File: config.mk
export PLATFORM = sky130hd
export DESIGN_NAME = dac_serializer_flat
export DESIGN_NICKNAME = d
export VERILOG_FILES = /design/src/rtl/dac_pkg.sv /design/src/rtl/dac_serializer_if.sv /design/src/rtl/dac_bck_gen.sv /design/src/rtl/dac_serializer.sv /design/src/flat_wrapper.sv
export SDC_FILE = /design/constraint.sdc
export NUM_CORES = 1
export LEC_CHECK = 0
export CAP_MARGIN = 20
export CORE_MARGIN = 2
export CORE_UTILIZATION = 48
export DETAILED_ROUTE_END_ITERATION = 6
export GPL_TIMING_DRIVEN = 0
export MAX_ROUTING_LAYER = met4
export PLACE_DENSITY = 0.76
export SLEW_MARGIN = 25
export SYNTH_ARGS = -nofsm -noshare
export SYNTH_HDL_FRONTEND = slang
export SYNTH_SLANG_ARGS = --single-unit
File: constraint.sdc
create_clock -name i_clk36 -period 1.68 [get_ports i_clk36]
set_clock_uncertainty 0.15 [all_clocks]
set_input_delay 0.336 -clock i_clk36 [delete_from_list [all_inputs] [get_ports i_clk36]]
set_output_delay 0.336 -clock i_clk36 [all_outputs]
set_load 0.1 [all_outputs]
File: src/rtl/dac_pkg.sv
// Shared types and sizing helpers for the audio DAC serializer.
package dac_pkg;

  typedef enum logic [1:0] {FMT_LJ, FMT_I2S, FMT_RJ} fmt_e;

  function automatic int frame_bits(input int channels, input int slot_w);
    return channels * slot_w;
  endfunction

endpackage

File: src/rtl/dac_serializer_if.sv
// Upstream frame handshake: one frame request per frame period plus underrun pulse.
interface dac_serializer_if #(
  parameter int CHANNELS = 2,
  parameter int SAMPLE_W = 24
);
  logic                         i_valid;
  logic [CHANNELS*SAMPLE_W-1:0] i_data;
  logic                         i_mute;
  logic                         o_ready;
  logic                         o_underrun;

  modport master (output i_valid, i_data, i_mute, input o_ready, o_underrun);
  modport slave  (input i_valid, i_data, i_mute, output o_ready, o_underrun);
endinterface

File: src/rtl/dac_bck_gen.sv
// Bit-clock generator: divides i_clk36 and flags the cycle before each BCK edge.
module dac_bck_gen #(
  parameter int BCK_DIV = 8
) (
  input  logic i_clk36,
  input  logic i_rst36,
  output logic o_bck,
  output logic o_rise,
  output logic o_fall
);
  localparam int            DW      = (BCK_DIV > 1) ? $clog2(BCK_DIV) : 1;
  localparam logic [DW-1:0] DIV_MAX = DW'(BCK_DIV - 1);

  logic [DW-1:0] div_q, div_d;
  logic          bck_q, en_q, tick;

  // en_q keeps BCK_DIV == 1 from ticking while reset is still held
  assign tick  = en_q && (div_q == DIV_MAX);
  assign div_d = (div_q == DIV_MAX) ? '0 : div_q + 1'b1;

  always_ff @(posedge i_clk36) begin
    if (i_rst36) begin
      div_q <= '0;
      bck_q <= 1'b0;
      en_q  <= 1'b0;
    end else begin
      div_q <= div_d;
      en_q  <= 1'b1;
      if (tick) bck_q <= ~bck_q;
    end
  end

  assign o_bck  = bck_q;
  assign o_rise = tick && !bck_q;
  assign o_fall = tick &&  bck_q;

endmodule

File: src/rtl/dac_serializer.sv
// Audio DAC serial driver: pulls one PCM frame per frame period and shifts it out
// MSB-first as BCK/LRCK/DATA in LJ, I2S or RJ format, including TDM layouts.
module dac_serializer
  import dac_pkg::*;
#(
  parameter int   SAMPLE_W      = 24,
  parameter int   SLOT_W        = 24,
  parameter int   CHANNELS      = 2,
  parameter int   BCK_DIV       = 8,
  parameter fmt_e FORMAT        = FMT_LJ,
  parameter bit   UNDERRUN_ZERO = 1'b0
) (
  input  logic            i_clk36,
  input  logic            i_rst36,
  dac_serializer_if.slave frm,
  output logic            o_bck,
  output logic            o_lrck,
  output logic            o_data
);
  localparam int            FB    = frame_bits(CHANNELS, SLOT_W);
  localparam int            BW    = $clog2(FB);
  localparam logic [BW-1:0] LAST  = BW'(FB - 1);
  localparam logic [BW-1:0] SLOT1 = BW'(SLOT_W);

  if (SLOT_W < SAMPLE_W) begin : g_chk_slot
    $error("dac_serializer: SLOT_W must be >= SAMPLE_W");
  end
  if ((CHANNELS < 2) || (CHANNELS % 2 != 0)) begin : g_chk_ch
    $error("dac_serializer: CHANNELS must be even and >= 2");
  end

  logic rise, fall;

  dac_bck_gen #(.BCK_DIV(BCK_DIV)) u_bck (
    .i_clk36 (i_clk36),
    .i_rst36 (i_rst36),
    .o_bck   (o_bck),
    .o_rise  (rise),
    .o_fall  (fall)
  );

  logic [CHANNELS*SAMPLE_W-1:0] hold_q;
  logic [FB-1:0]                frame, sh_q, sh_d;
  logic [BW-1:0]                bit_q, bit_d;
  logic                         wrap, ready, lj_bit, lrck_d;
  logic                         und_q, dly_q, data_q, lrck_q;

  // Slot layout: sample left-aligned (LJ/I2S) or right-aligned (RJ) in its slot
  for (genvar c = 0; c < CHANNELS; c++) begin : g_slot
    logic [SLOT_W-1:0] smp;
    assign smp = SLOT_W'(hold_q[(CHANNELS-1-c)*SAMPLE_W +: SAMPLE_W]);
    assign frame[(CHANNELS-1-c)*SLOT_W +: SLOT_W] =
      (FORMAT == FMT_RJ) ? smp : smp << (SLOT_W - SAMPLE_W);
  end

  assign wrap   = (bit_q == LAST);
  assign ready  = rise && wrap;
  assign bit_d  = wrap ? '0 : bit_q + 1'b1;
  assign lj_bit = wrap ? frame[FB-1] : sh_q[FB-1];
  assign sh_d   = wrap ? frame << 1 : sh_q << 1;

  // LRCK is computed for the bit about to be presented (bit_d)
  always_comb begin
    lrck_d = 1'b0;
    if (CHANNELS == 2)
      lrck_d = (FORMAT == FMT_I2S) ? (bit_d >= SLOT1) : (bit_d < SLOT1);
    else
      lrck_d = (FORMAT == FMT_I2S) ? (bit_d == LAST) : (bit_d == '0);
  end

  always_ff @(posedge i_clk36) begin
    if (i_rst36) begin
      hold_q <= '0;
      und_q  <= 1'b0;
      bit_q  <= LAST;
      sh_q   <= '0;
      dly_q  <= 1'b0;
      data_q <= 1'b0;
      lrck_q <= 1'b0;
    end else begin
      und_q <= ready && !frm.i_valid && !frm.i_mute;
      if (ready) begin
        if (frm.i_mute)        hold_q <= '0;
        else if (frm.i_valid)  hold_q <= frm.i_data;
        else if (UNDERRUN_ZERO) hold_q <= '0;
      end
      // I2S is the LJ stream one BCK late; dly_q carries the bit across frames
      if (fall) begin
        bit_q  <= bit_d;
        sh_q   <= sh_d;
        dly_q  <= lj_bit;
        data_q <= (FORMAT == FMT_I2S) ? dly_q : lj_bit;
        lrck_q <= lrck_d;
      end
    end
  end

  assign frm.o_ready    = ready;
  assign frm.o_underrun = und_q;
  assign o_lrck         = lrck_q;
  assign o_data         = data_q;

endmodule

File: src/flat_wrapper.sv
// flat-port wrapper written by rule: the top's interface ports become plain ports
module dac_serializer_flat import dac_pkg::*;
#(
  parameter int   SAMPLE_W      = 24,
  parameter int   SLOT_W        = 24,
  parameter int   CHANNELS      = 2,
  parameter int   BCK_DIV       = 8,
  parameter fmt_e FORMAT        = FMT_LJ,
  parameter bit   UNDERRUN_ZERO = 1'b0
)
  (i_clk36, i_rst36, o_bck, o_lrck, o_data, frm_i_valid, frm_i_data, frm_i_mute, frm_o_ready, frm_o_underrun);
  dac_serializer_if #(.CHANNELS(CHANNELS), .SAMPLE_W(SAMPLE_W)) frm_i ();
  input  logic i_clk36;
  input  logic i_rst36;
  output logic o_bck;
  output logic o_lrck;
  output logic o_data;
  input wire logic [$bits(frm_i.i_valid)-1:0] frm_i_valid;
  input wire logic [$bits(frm_i.i_data)-1:0] frm_i_data;
  input wire logic [$bits(frm_i.i_mute)-1:0] frm_i_mute;
  output wire logic [$bits(frm_i.o_ready)-1:0] frm_o_ready;
  output wire logic [$bits(frm_i.o_underrun)-1:0] frm_o_underrun;
  assign frm_i.i_valid = frm_i_valid;
  assign frm_i.i_data = frm_i_data;
  assign frm_i.i_mute = frm_i_mute;
  assign frm_o_ready = frm_i.o_ready;
  assign frm_o_underrun = frm_i.o_underrun;
  dac_serializer #(.SAMPLE_W(SAMPLE_W), .SLOT_W(SLOT_W), .CHANNELS(CHANNELS), .BCK_DIV(BCK_DIV), .FORMAT(FORMAT), .UNDERRUN_ZERO(UNDERRUN_ZERO)) u_core (.i_clk36(i_clk36), .i_rst36(i_rst36), .frm(frm_i), .o_bck(o_bck), .o_lrck(o_lrck), .o_data(o_data));
endmodule
==> flow_summary.json <==
{
  "run_status": "complete, but fails checks",
  "violations": "negative setup slack",
  "finalNetCount": 686,
  "ctsLongestPathBuffers": 2,
  "critPathArrivalTime_ns": 1.74,
  "cts.sinks": 109,
  "p_leak_uw": 0.00195,
  "maxCapViolCount": 0,
  "hold_violations": 0,
  "crit_start": "u_core.bit_q[0]$_SDFFE_PP1P_",
  "overflow": 0,
  "period_share_pct": 132,
  "dr_wl_met3_um": 505,
  "num_vias": 4120,
  "hold_end": "u_core.u_bck.div_q[0]$_SDFF_PP0_",
  "ys_ff_latch": 109,
  "wl_per_cell_um": 15.0,
  "yosysTopAreaCell": "dfxtp_1",
  "synth_common_cells": "152 x nand2_1, 109 x dfxtp_1, 51 x a21oi_1",
  "drt-initial-drc-count": 245,
  "setup_slack_ns": -0.542,
  "path_cells": "ha_4 > and4b_2 > nand2_2 > buf_6 > nor3_4 > buf_12",
  "slowest_stage": "dfxtp_4",
  "top_layer_used": "met4",
  "setup_viol": 103,
  "cts_hold_buf": 0,
  "drt-total-wl_um": 11200,
  "ant_nets": 0,
  "dp_hpwl_um": 7240,
  "grt_pass1_wl_um": 18300,
  "setup_tns_ns": -34.18,
  "diodes": 0,
  "critPathKind": "flip-flop to primary output",
  "cts_root_buffer": "clkbuf_8",
  "initial_core_util_pct": 48.6,
  "wl_met1_um": 4900,
  "synth_edf_count": 0,
  "drt_first_pass_iters": 5,
  "drc": 0,
  "vias_per_cell": 5.52,
  "hold_ws_ns": 0.288,
  "r2r_cells": 10,
  "synth_cell_types": 32,
  "fin_util_pct": 64.2,
  "io_buffers": 56,
  "grt_pass1_vias": 4028,
  "syn-instance-count": 544,
  "reg2reg_to": "u_core.frame[27]$_SDFFE_PP0P_",
  "place_ws_ns": -1.18,
  "wl_met2_um": 5520,
  "core-area_mm2": 0.00911,
  "cp_slowest_stage_delay_ns": 0.37,
  "rows": 35,
  "drive_above_1_share_pct": 16.0,
  "critPathLaunchType": "flip-flop",
  "synth_area_per_cell_um2": 8.14,
  "routabilityCongestion": 0.843,
  "ys_warn_count": 0,
  "synthArstFlopShare_pct": 0,
  "syn-cell-area_mm2": 0.00443,
  "hold_path.class": "flip-flop to flip-flop",
  "chipWidth_um": 100,
  "fin_cells": 747,
  "dp.cells": 711,
  "irDropWorstVdd_v": 0.000434,
  "die_area_mm2": 0.0100,
  "max-slew-margin-rel_pct": 62.5,
  "synthDominantCellAreaShare_pct": 49.3,
  "holdCritStartpoint": "u_core.u_bck.div_q[0]$_SDFF_PP0_",
  "htreeDepth": 3,
  "antenna_found_initial": 0,
  "rsz0062_at_grt": "true",
  "cts.reportedPaths.clkPinSlew_ns": 0.10,
  "syn_to_final_growth_pct": 32.0,
  "fmax_ghz": 0.450,
  "layout_min_cycle_time_ns": 2.22,
  "ys_seq_area_share_pct": 49.3,
  "numCtsBuffers": 9,
  "min_path_cells": 1,
  "synthFlopType": "dfxtp_1",
  "die-height_um": 100,
  "worst-slew-pin-transition_ns": 0.562,
  "clk_latency_ns": 0.37,
  "crit_required_ns": 1.19,
  "reg2reg_from": "u_core.bit_q[0]$_SDFFE_PP1P_",
  "critPathMaxFanout": 2,
  "cts_tree": "yes",
  "grt_use_total_pct": 23.4,
  "synth_nets": 599,
  "pin_count": 57,
  "synth.most_common_cell": "nand2_1",
  "synthTopCellsByArea": "dfxtp_1 49%, nand2_1 13%, nand3b_1 8.1%",
  "slew_viol_final": 0,
  "grt_max_degree": 19,
  "power_density_mw_per_mm2": 737,
  "setup.worst_path.end_class": "primary output",
  "r2r_slack_ns": -0.49
}
## cells by family (layout without fill, tap and decap cells)
| group | count (synthesis) | after routing | synth area share, % |
|---|---|---|---|
| and+or+nand+nor | 225 | 225 | 24.7 |
| AOI/OAI and AO/OA | 155 | 155 | 19.4 |
| DFF | 109 | 109 | 49.3 |
| buffers and inverters | 50 | 142 | 5.45 |
| adders and majority gates | 3 | 3 | 0.847 |
| xor gates and xnor gates | 2 | 2 | 0.395 |
## sequential cells by signal (all words and copies together) (netlist names)
name                   count
u_core.bit_q               6
u_core.frame              48
u_core.frm.o_underrun      1
u_core.o_data              1
u_core.o_lrck              1
u_core.sh_q               47
u_core.u_bck.div_q         3
u_core.u_bck.en_q          1
u_core.u_bck.o_bck         1
## metrics by stage
step / power [uW] / instance area [um^2]
floorplan: 2730 / 4490
global placement: 2870 / 5190
detailed placement: 2880 / 5190
CTS: 4330 / 5710
global route: 4470 / 5850
finish: 4310 / 5850
## power breakdown
group | internal (uW) | switching, uW | total [uW]
Sequential | 2590 | 8.07 | 2600
Combinational | 147 | 92.7 | 239
Clock | 589 | 886 | 1470
Total | 3320 | 987 | 4310
## worst max-delay path, delay by kind of cell, from the launching register on
family / cells / cell delay [ns]
fa+ha+maj: 1 / 0.13
buf+inv: 2 / 0.35
flops: 1 / 0.37
simple gates: 3 / 0.52
## cell usage in the layout (no fill, tap or decap), types with 2 or more instances in the layout
master           Yosys  layout
nand2_1            152     150
dfxtp_1            109     103
clkdlybuf4s50_1      0      51
nand3b_1            48      48
o21ai_0             50      48
a31oi_1             47      47
a21oi_1             51      40
clkbuf_1            30      20
buf_4                2      15
buf_6                4      11
a21oi_2              0      11
clkbuf_8             0      11
buf_8                0       7
clkbuf_2             0       7
nor2_1               5       5
dfxtp_2              0       4
nor3b_1              3       3
nand3_1              4       3
clkbuf_4             0       3
buf_2               13       3
ha_4                 0       3
buf_12               0       3
and4b_2              0       2
and3_4               0       2
xor2_1               2       2
o21ai_1              0       2
clkinv_4             0       2
bufbuf_16            0       2
dfxtp_4              0       2
## repair_timing
| item | 4_1_cts | 5_1_grt |
|---|---|---|
| pin swaps | 71 | 8 |
| buffers inserted | 10 | 5 |
| endpoints found under the setup margin | 106 | 106 |
| resized for setup | 80 | 23 |
| cloned | 5 | 1 |
## per-layer routing
layer,up-vias,global-route usage (%)
met5,-,-
met4,0,9.80
met3,22,2.92
met2,109,39.8
met1,1928,28.2
li1,2061,-
## worst max-delay path by stage
stage / endpoint / slack [ns] / cells past startpoint
5_1_grt: frm_o_ready / -0.60 / 5
3_3_place_gp: frm_o_ready / -1.16 / 6
4_1_cts: frm_o_ready / -0.59 / 6
6_report: frm_o_ready / -0.54 / 6
2_1_floorplan: frm_o_ready / -0.53 / 5
3_5_place_dp: frm_o_ready / -1.18 / 6
## area by class of cell
class	count	area (um^2)
Buffer	48	348
Clock buffer	10	138
Clock inverter	6	45.0
Fill cell	767	3260
Inverter	1	3.75
Multi-Input combinational cell	385	2140
Sequential cell	109	2190
Tap cell	111	139
Timing Repair Buffer	77	843
No activity file was read; power rests on OpenSTA's default activity.
